<file path="config.mk">
export PLATFORM = sky130hd
export DESIGN_NAME = dma_block_copier
export DESIGN_NICKNAME = d
export VERILOG_FILES = /design/src/rtl/dma_block_copier.sv
export SDC_FILE = /design/constraint.sdc
export NUM_CORES = 1
export LEC_CHECK = 0
export ABC_AREA = 1
export CORE_MARGIN = 2
export CORE_UTILIZATION = 30
export CTS_CLUSTER_SIZE = 14
export DETAILED_ROUTE_END_ITERATION = 7
export GPL_TIMING_DRIVEN = 0
export PLACE_DENSITY_LB_ADDON = 0.15
export SYNTH_ARGS = -nofsm -noshare
export SYNTH_HDL_FRONTEND = slang
export SYNTH_SLANG_ARGS = --single-unit
</file>
<file path="constraint.sdc">
create_clock -name clk -period 10.95 [get_ports clk]
set_clock_uncertainty 0.1 [all_clocks]
set_input_delay 2.19 -clock clk [delete_from_list [all_inputs] [get_ports clk]]
set_output_delay 2.19 -clock clk [all_outputs]
set_load 0.02 [all_outputs]
</file>
<file path="src/rtl/dma_block_copier.sv">
// Block copier: moves len bytes from src to dst through a 4-byte FIFO, alternating
// read bursts of up to 4 bytes with the matching write bursts on one DMA port.
module dma_block_copier (
  input  logic        clk,
  input  logic        rst_n,
  input  logic        start,
  input  logic        abort,
  input  logic [21:0] src_addr,
  input  logic [21:0] dst_addr,
  input  logic [15:0] len,
  output logic        busy,
  output logic        done,
  output logic        aborted,
  output logic        dma_req,
  output logic [21:0] dma_addr,
  output logic        dma_rnw,
  output logic [7:0]  dma_wd,
  input  logic        dma_ack,
  input  logic        dma_end,
  input  logic [7:0]  dma_rd
);

  typedef enum logic [1:0] {IDLE = 2'd0, RD = 2'd1, WR = 2'd2} state_e;

  state_e      state_q, state_d;
  logic [21:0] src_q, src_d, dst_q, dst_d;
  logic [15:0] rd_left_q, rd_left_d, wr_left_q, wr_left_d;
  logic [2:0]  phase_q, phase_d;
  logic [2:0]  out_q, out_d;
  logic        abort_q, abort_d;
  logic [7:0]  fifo_q [4];
  logic [1:0]  wp_q, rp_q;
  logic [2:0]  cnt_q, cnt_d;
  logic        acc, ended, push, pop, flush;

  assign busy     = (state_q != IDLE);
  assign dma_rnw  = (state_q != WR);
  assign dma_addr = (state_q == WR) ? dst_q : src_q;
  assign dma_wd   = fifo_q[rp_q];
  // abort_q gates requests, so a request presented in the abort cycle itself can still be acked
  assign dma_req  = ~abort_q &
                    (((state_q == RD) & (phase_q < 3'd4) & (rd_left_q != 16'd0)) |
                     ((state_q == WR) & (cnt_q != 3'd0)));

  always_comb begin
    acc   = dma_req & dma_ack;
    ended = dma_end & (out_q != 3'd0);
    push  = ended & (state_q == RD);
    pop   = acc & (state_q == WR);
    out_d = out_q + {2'b00, acc} - {2'b00, ended};
    cnt_d = cnt_q + {2'b00, push} - {2'b00, pop};
  end

  always_comb begin
    state_d   = state_q;
    src_d     = src_q;
    dst_d     = dst_q;
    rd_left_d = rd_left_q;
    wr_left_d = wr_left_q;
    phase_d   = phase_q;
    abort_d   = abort_q;
    flush     = 1'b0;
    done      = 1'b0;
    aborted   = 1'b0;
    case (state_q)
      IDLE: begin
        if (start) begin
          src_d     = src_addr;
          dst_d     = dst_addr;
          rd_left_d = len;
          wr_left_d = len;
          phase_d   = '0;
          abort_d   = 1'b0;
          // an empty copy passes straight through WR, which exits with done at once
          state_d   = (len == 16'd0) ? WR : RD;
        end
      end
      RD: begin
        if (acc) begin
          src_d     = src_q + 22'd1;
          rd_left_d = rd_left_q - 16'd1;
          phase_d   = phase_q + 3'd1;
        end
        if (abort) abort_d = 1'b1;
        if (abort_q) begin
          if (out_q == 3'd0) begin
            state_d = IDLE;
            flush   = 1'b1;
            aborted = 1'b1;
            abort_d = 1'b0;
          end
        end else if (((phase_d == 3'd4) || (rd_left_d == 16'd0)) && (out_d == 3'd0)) begin
          state_d = WR;
        end
      end
      WR: begin
        if (acc) begin
          dst_d     = dst_q + 22'd1;
          wr_left_d = wr_left_q - 16'd1;
        end
        if (abort) abort_d = 1'b1;
        if (abort_q) begin
          if (out_q == 3'd0) begin
            state_d = IDLE;
            flush   = 1'b1;
            aborted = 1'b1;
            abort_d = 1'b0;
          end
        end else if ((cnt_d == 3'd0) && (out_d == 3'd0)) begin
          if (wr_left_d != 16'd0) begin
            state_d = RD;
            phase_d = '0;
          end else begin
            state_d = IDLE;
            done    = 1'b1;
            abort_d = 1'b0;
          end
        end
      end
      default: state_d = IDLE;
    endcase
  end

  always_ff @(posedge clk or negedge rst_n) begin
    if (!rst_n) begin
      state_q   <= IDLE;
      src_q     <= '0;
      dst_q     <= '0;
      rd_left_q <= '0;
      wr_left_q <= '0;
      phase_q   <= '0;
      out_q     <= '0;
      abort_q   <= 1'b0;
      wp_q      <= '0;
      rp_q      <= '0;
      cnt_q     <= '0;
      for (int unsigned i = 0; i < 4; i++) fifo_q[i] <= '0;
    end else begin
      state_q   <= state_d;
      src_q     <= src_d;
      dst_q     <= dst_d;
      rd_left_q <= rd_left_d;
      wr_left_q <= wr_left_d;
      phase_q   <= phase_d;
      out_q     <= out_d;
      abort_q   <= abort_d;
      if (flush) begin
        wp_q  <= '0;
        rp_q  <= '0;
        cnt_q <= '0;
      end else begin
        if (push) begin
          fifo_q[wp_q] <= dma_rd;
          wp_q         <= wp_q + 2'd1;
        end
        if (pop) rp_q <= rp_q + 2'd1;
        cnt_q <= cnt_d;
      end
    end
  end

endmodule

</file>
---- Word-level counts from Yosys, hierarchy flattened ----
Index checks and enable logic that the tools add are counted.
storage, ports and cells
  output and inout bits ................... 35
  logic and storage cells ................. 140
  register bits ........................... 124
  bits of input ports ..................... 74
operators by class
  bitwise operators ....................... 13
  multiplexer cells ....................... 56
  magnitude comparators ................... 4
  reductions and logical operators ........ 29
  add/subtract/negate cells ............... 11
  eq/ne operators ......................... 12
operators with widths
  cell                     count
  $mux W22                 5
  $pmux W22 S2             2
  $mux W16                 5
  $pmux W16 S2             2
  $add A22 B1 Y22 const B  2
  $bwmux W32               1
  $logic_not A16 Y1        2
  $reduce_bool A16 Y1      2
  $sub A16 B1 Y16 const B  2
  $mux W8                  3
  $mux W2                  11
  $mux W3                  7
  $bmux W8 S2              1
  $demux W8 S2             1
  $mux W1                  15
  $ne A2 B2 Y1 const B     5
  $reduce_bool A2 Y1       5
  $logic_not A3 Y1         3
  $pmux W3 S3              1
  $reduce_and A3 Y1        3
  $reduce_bool A3 Y1       3
  $and A1 B1 Y1            8
  $reduce_and A2 Y1        4
  $add A3 B1 Y3            2
  other kinds (21)         30

---- Depth between registers and ports, before layout ----
  depth after elaboration ................. 14
  gate-level depth with buffers ........... 26
  depth with buffers taken out ............ 24

---- Least setup slack after synthesis ----
No wires, ideal clock.
  path kind ............................... input to output
  start ................................... input port dma_ack
  end ..................................... output port done
  buffers on the path ..................... 2
  data required time ...................... 8.660 ns
  cell stages on the path ................. 16
  data arrival time ....................... 4.533 ns
  setup slack ............................. 4.127 ns
  path through ............................ nand2_4 buf_6 buf_8 nor2_1 ha_1 inv_1 ha_1 inv_1 fa_1 xor2_1 xor2_1 nor4_1 inv_1 nor2_1 nand3_1 nor2_1
between the ends
  longest elaborated chain between the ends .. 8
  elaborated cells on any way between the ends .. 15
  classes of those cells .................. add/sub (3); mux (6); bitwise (2); reduce/logical (4)
ends and longest elaborated chain
  element                                                  line      RTL
  from (decl)                                              18        input logic dma_ack,
  $and A1 B1 Y1 *                                          46        acc = dma_req & dma_ack;
  $add A3 B1 Y3, or another cell as far along              50        out_d = out_q + {2'b00, acc} - {2'b00, ended};
  $sub A3 B1 Y3, or another cell as far along              50
  $logic_not A3 Y1 or $reduce_bool A16 Y1 (tied branches)  109, 110
  $logic_and A1 B1 Y1 or $mux W1 (tied branches)           109, 110
  $mux W1 *                                                109       end else if ((cnt_d == 3'd0) && (out_d == 3'd0)) begin
  $mux W1 *                                                102       if (abort_q) begin
  $mux W1 *                                                65        case (state_q)
  to (decl)                                                12        output logic done,
Mark *: on every way between the ends. The rest lies on a longest branch, timed or not. The select of a mux whose other input is x is not followed.

---- Final worst setup path ----
Ends and elaborated chain as after synthesis.

==> impl_metrics.json <==
{
  "status": "complete, no violations",
  "total_power_mw": 3.44,
  "start_util": 0.302,
  "cap_violations": 0,
  "num_rows": 61,
  "crit_required_ns": 8.66,
  "holdCritPathClass": "flip-flop to flip-flop",
  "peakVddDrop_v": 0.000117,
  "critPathArrivalTime_ns": 6.06,
  "synth_top_cell_area_share": 0.372,
  "p_int_mw": 1.69,
  "syn_nets": 1320,
  "finalCriticalPeriod_ns": 8.35,
  "post_drt_wl_per_cell_um": 16.2,
  "fin_crit_sh": 0.762,
  "cp_top_family": "buffers and inverters",
  "seqPwrFrac": 0.263,
  "core_area_um2": 27600,
  "wirelength_mm": 28.3,
  "drc_errors": 0,
  "grt_usage": 0.199,
  "hold_viol_final": 0,
  "slew_headroom": 0.468,
  "nFillCells": 3003,
  "maxSlewViolCount": 0,
  "io_buffers": 108,
  "reg2reg_depth": 24,
  "critPathMaxStageDelay_ns": 0.65,
  "pre_cts_slack_ns": 2.62,
  "cts.sinks": 124,
  "max_freq_mhz": 120,
  "netlist_area_um2": 8350,
  "path_max_fanout": 10,
  "grt_first_pass_wirelength_mm": 45.4,
  "die_area_um2": 29200,
  "synth_edf_count": 0,
  "cp_slowest_cell": "clkdlybuf4s50_1",
  "boundaryPins": 109,
  "via_per_inst": 4.85,
  "clk_pin_slew_worst_paths_ns": 0.07,
  "p_sw_frac": 0.508,
  "area.growth.synth_to_final_pct": 25.8,
  "critical_path_depth": 18,
  "antenna_found_initial": 3,
  "drtPass1Iterations": 5,
  "via_count": 8486,
  "start_kind": "input pin",
  "yosys_warnings": 0,
  "setup_slack_ns": 2.60,
  "nNetsFinal": 1448,
  "p_switching_mw": 1.74,
  "die_w_um": 171,
  "drtIter0Drc": 516,
  "syn_area_per_cell_um2": 6.81,
  "cp-end-kind": "primary output",
  "cts_resized": 0,
  "chipHeight_um": 171,
  "criticalPathCategory": "input pin to primary output",
  "cts_buffer_depth": 2,
  "netlist_instances": 1227,
  "ys.flop_type": "dfrtp_1",
  "finalSetupViolCount": 0,
  "leakagePower_nw": 4.88,
  "rsz0062_at_grt": "false",
  "path_cells": "clkdlybuf4s50_1, nand2_4, buf_6, buf_8, nor2_1, ha_1, inv_1, ha_1, inv_1, fa_1, xor2_1, xor2_1, nor4_1, inv_1, nor2_1, nand3_1, nor2_1, clkdlybuf4s50_1",
  "p_clk_frac": 0.163,
  "ys_types": 41,
  "crit_path_start": "dma_ack",
  "cts_root_buffer": "clkbuf_16",
  "final_layout_size_suffix_gt1_frac": 0.0585,
  "yosysSeqAreaShare": 0.372,
  "yosys_register_bits": 124,
  "power_density_nw_per_um2": 327,
  "numCtsBuffers": 17,
  "cts_tree": "yes",
  "worst_r2r_endpoint": "abort_q$_DFFE_PN0P_",
  "seqCellArea_um2": 3100,
  "worst-path-buf-inv": 7,
  "holdBufCountCts": 0,
  "yosysTopAreaCell": "dfrtp_1",
  "postCtsSetupBuffers": 0,
  "reg2reg_slack_ns": 6.69,
  "async_flop_share": 1.00,
  "dp_hpwl_mm": 21.0,
  "clk_latency_ns": 0.42,
  "combPwrFrac": 0.573,
  "worst_pin_slew_ns": 0.791,
  "multi_input_area_um2": 4500,
  "ant_nets": 0,
  "reg2reg_from": "rd_left_q[0]$_DFFE_PN0P_",
  "first_global_vias": 8186,
  "endpoint": "done",
  "synth_area_leaders": "dfrtp_1 (37%), nand2_1 (15%), o21ai_0 (9.9%)",
  "cts_htree_levels": 4,
  "globalRoute.totalOverflow": 0,
  "grt_max_degree": 72,
  "finalSetupTns_ns": 0,
  "place.gp.congestion": 0.849
}
-- state kept, by name, indices dropped and copies added, names as in the netlist --
| signal | cells |
|---|---|
| cnt_q | 3 |
| dst_q | 22 |
| wp_q | 2 |
| phase_q | 3 |
| wr_left_q | 16 |
| state_q | 2 |
| src_q | 22 |
| out_q | 3 |
| rd_left_q | 16 |
| fifo_q | 32 |
| rp_q | 2 |
| abort_q | 1 |
-- tightest hold or removal path: stages, from the launching register on --
cell     delay [ns]
dfrtp_1        0.34
nand2_1        0.05
o21ai_0        0.06
-- layout by cell type (no fill, tap or decap), types with 4 or more instances in the layout --
| cell type | n |
|---|---|
| o21ai_0 | 165 |
| inv_8 | 4 |
| inv_6 | 7 |
| nor4_1 | 5 |
| o22ai_1 | 15 |
| nand3_1 | 74 |
| inv_1 | 130 |
| buf_2 | 11 |
| inv_2 | 5 |
| nand2_1 | 324 |
| buf_1 | 4 |
| a22oi_1 | 5 |
| nand2_2 | 5 |
| clkbuf_1 | 32 |
| xor2_1 | 36 |
| buf_6 | 4 |
| nor2_1 | 138 |
| dfrtp_1 | 124 |
| ha_1 | 17 |
| clkbuf_16 | 17 |
| nand4_1 | 11 |
| o21ai_1 | 5 |
| a21oi_1 | 49 |
| nor3_1 | 11 |
| a31oi_1 | 20 |
| or2_2 | 5 |
| nor2_2 | 8 |
| clkdlybuf4s50_1 | 107 |
-- worst min-delay path by stage --
stage	from	to	slack, ns	cells past startpoint
2_1_floorplan	fifo_q[10]$_DFFE_PN0P_	fifo_q[10]$_DFFE_PN0P_	0.35	2
3_3_place_gp	fifo_q[17]$_DFFE_PN0P_	fifo_q[17]$_DFFE_PN0P_	0.36	2
3_5_place_dp	fifo_q[22]$_DFFE_PN0P_	fifo_q[22]$_DFFE_PN0P_	0.37	2
4_1_cts	fifo_q[22]$_DFFE_PN0P_	fifo_q[22]$_DFFE_PN0P_	0.39	2
5_1_grt	fifo_q[13]$_DFFE_PN0P_	fifo_q[13]$_DFFE_PN0P_	0.42	2
6_report	fifo_q[8]$_DFFE_PN0P_	fifo_q[8]$_DFFE_PN0P_	0.38	2
-- metrics by stage --
stage / std cells / hold slack, ns / utilization / instance area (µm²)
final: 1749 / 0.382 / 0.380 / 10500
after global routing: 1746 / 0.417 / 0.380 / 10500
after CTS: 1746 / 0.387 / 0.380 / 10500
after detailed placement: 1714 / 0.368 / 0.360 / 9930
after global placement: 1713 / 0.361 / 0.359 / 9910
after floorplan: 1227 / 0.348 / - / 8350
-- power groups by stage --
| stage | clock network [mW] | registers [mW] | logic, mW |
|---|---|---|---|
| after floorplan | 0 | 0.842 | 1.34 |
| after global placement | 0 | 0.904 | 1.95 |
| after detailed placement | 0 | 0.905 | 1.97 |
| after CTS | 0.574 | 0.900 | 1.98 |
| after global routing | 0.596 | 0.942 | 2.23 |
| final | 0.561 | 0.905 | 1.97 |
-- routing by layer --
| metal | vias to the layer above | GRT usage | routed length [µm] | part of all wire |
|---|---|---|---|---|
| met3 | 19 | 0.0479 | 1580 | 0.056 |
| li1 | 4270 | - | - | - |
| met4 | 0 | 0.0354 | 284 | 0.010 |
| met1 | 3991 | 0.276 | 13400 | 0.48 |
| met2 | 206 | 0.320 | 13000 | 0.46 |
| met5 | - | 0 | 0 | 0 |
-- Yosys cell counts (all sizes together) (3+ instances only) --
cell and n:
a22oi 5, nand2 332, dfrtp 124, nand4 11
or2 5, a21oi 50, nor4 5, inv 135
nor3 12, nand3 74, o21ai 170, a32oi 3
ha 17, a31oi 20, xor2 36, clkbuf 32
nor2 146, o22ai 16, buf 20
-- area by class of cell --
class                      count  area share
clock buffer                  17      0.0405
clock inverter                15      0.0132
antenna                        3    0.000715
tap                          378      0.0450
sequential                   124       0.295
buffer                        52      0.0235
timing repair buffer         109       0.106
multi-input combinational    916       0.428
inverter                     135      0.0482
-- cell families (layout without fill, tap and decap cells) --
family	Yosys count	count (layout)	synth area share
xor gates and xnor gates	37	37	0.0388
muxes	1	1	0.00120
buffers and inverters	187	328	0.0902
DFF	124	124	0.372
other	0	3	0
AOI/OAI and AO/OA	272	272	0.176
and+or+nand+nor	587	587	0.292
adders and majority gates	19	19	0.0303
Power figures use the tool's default switching activity.
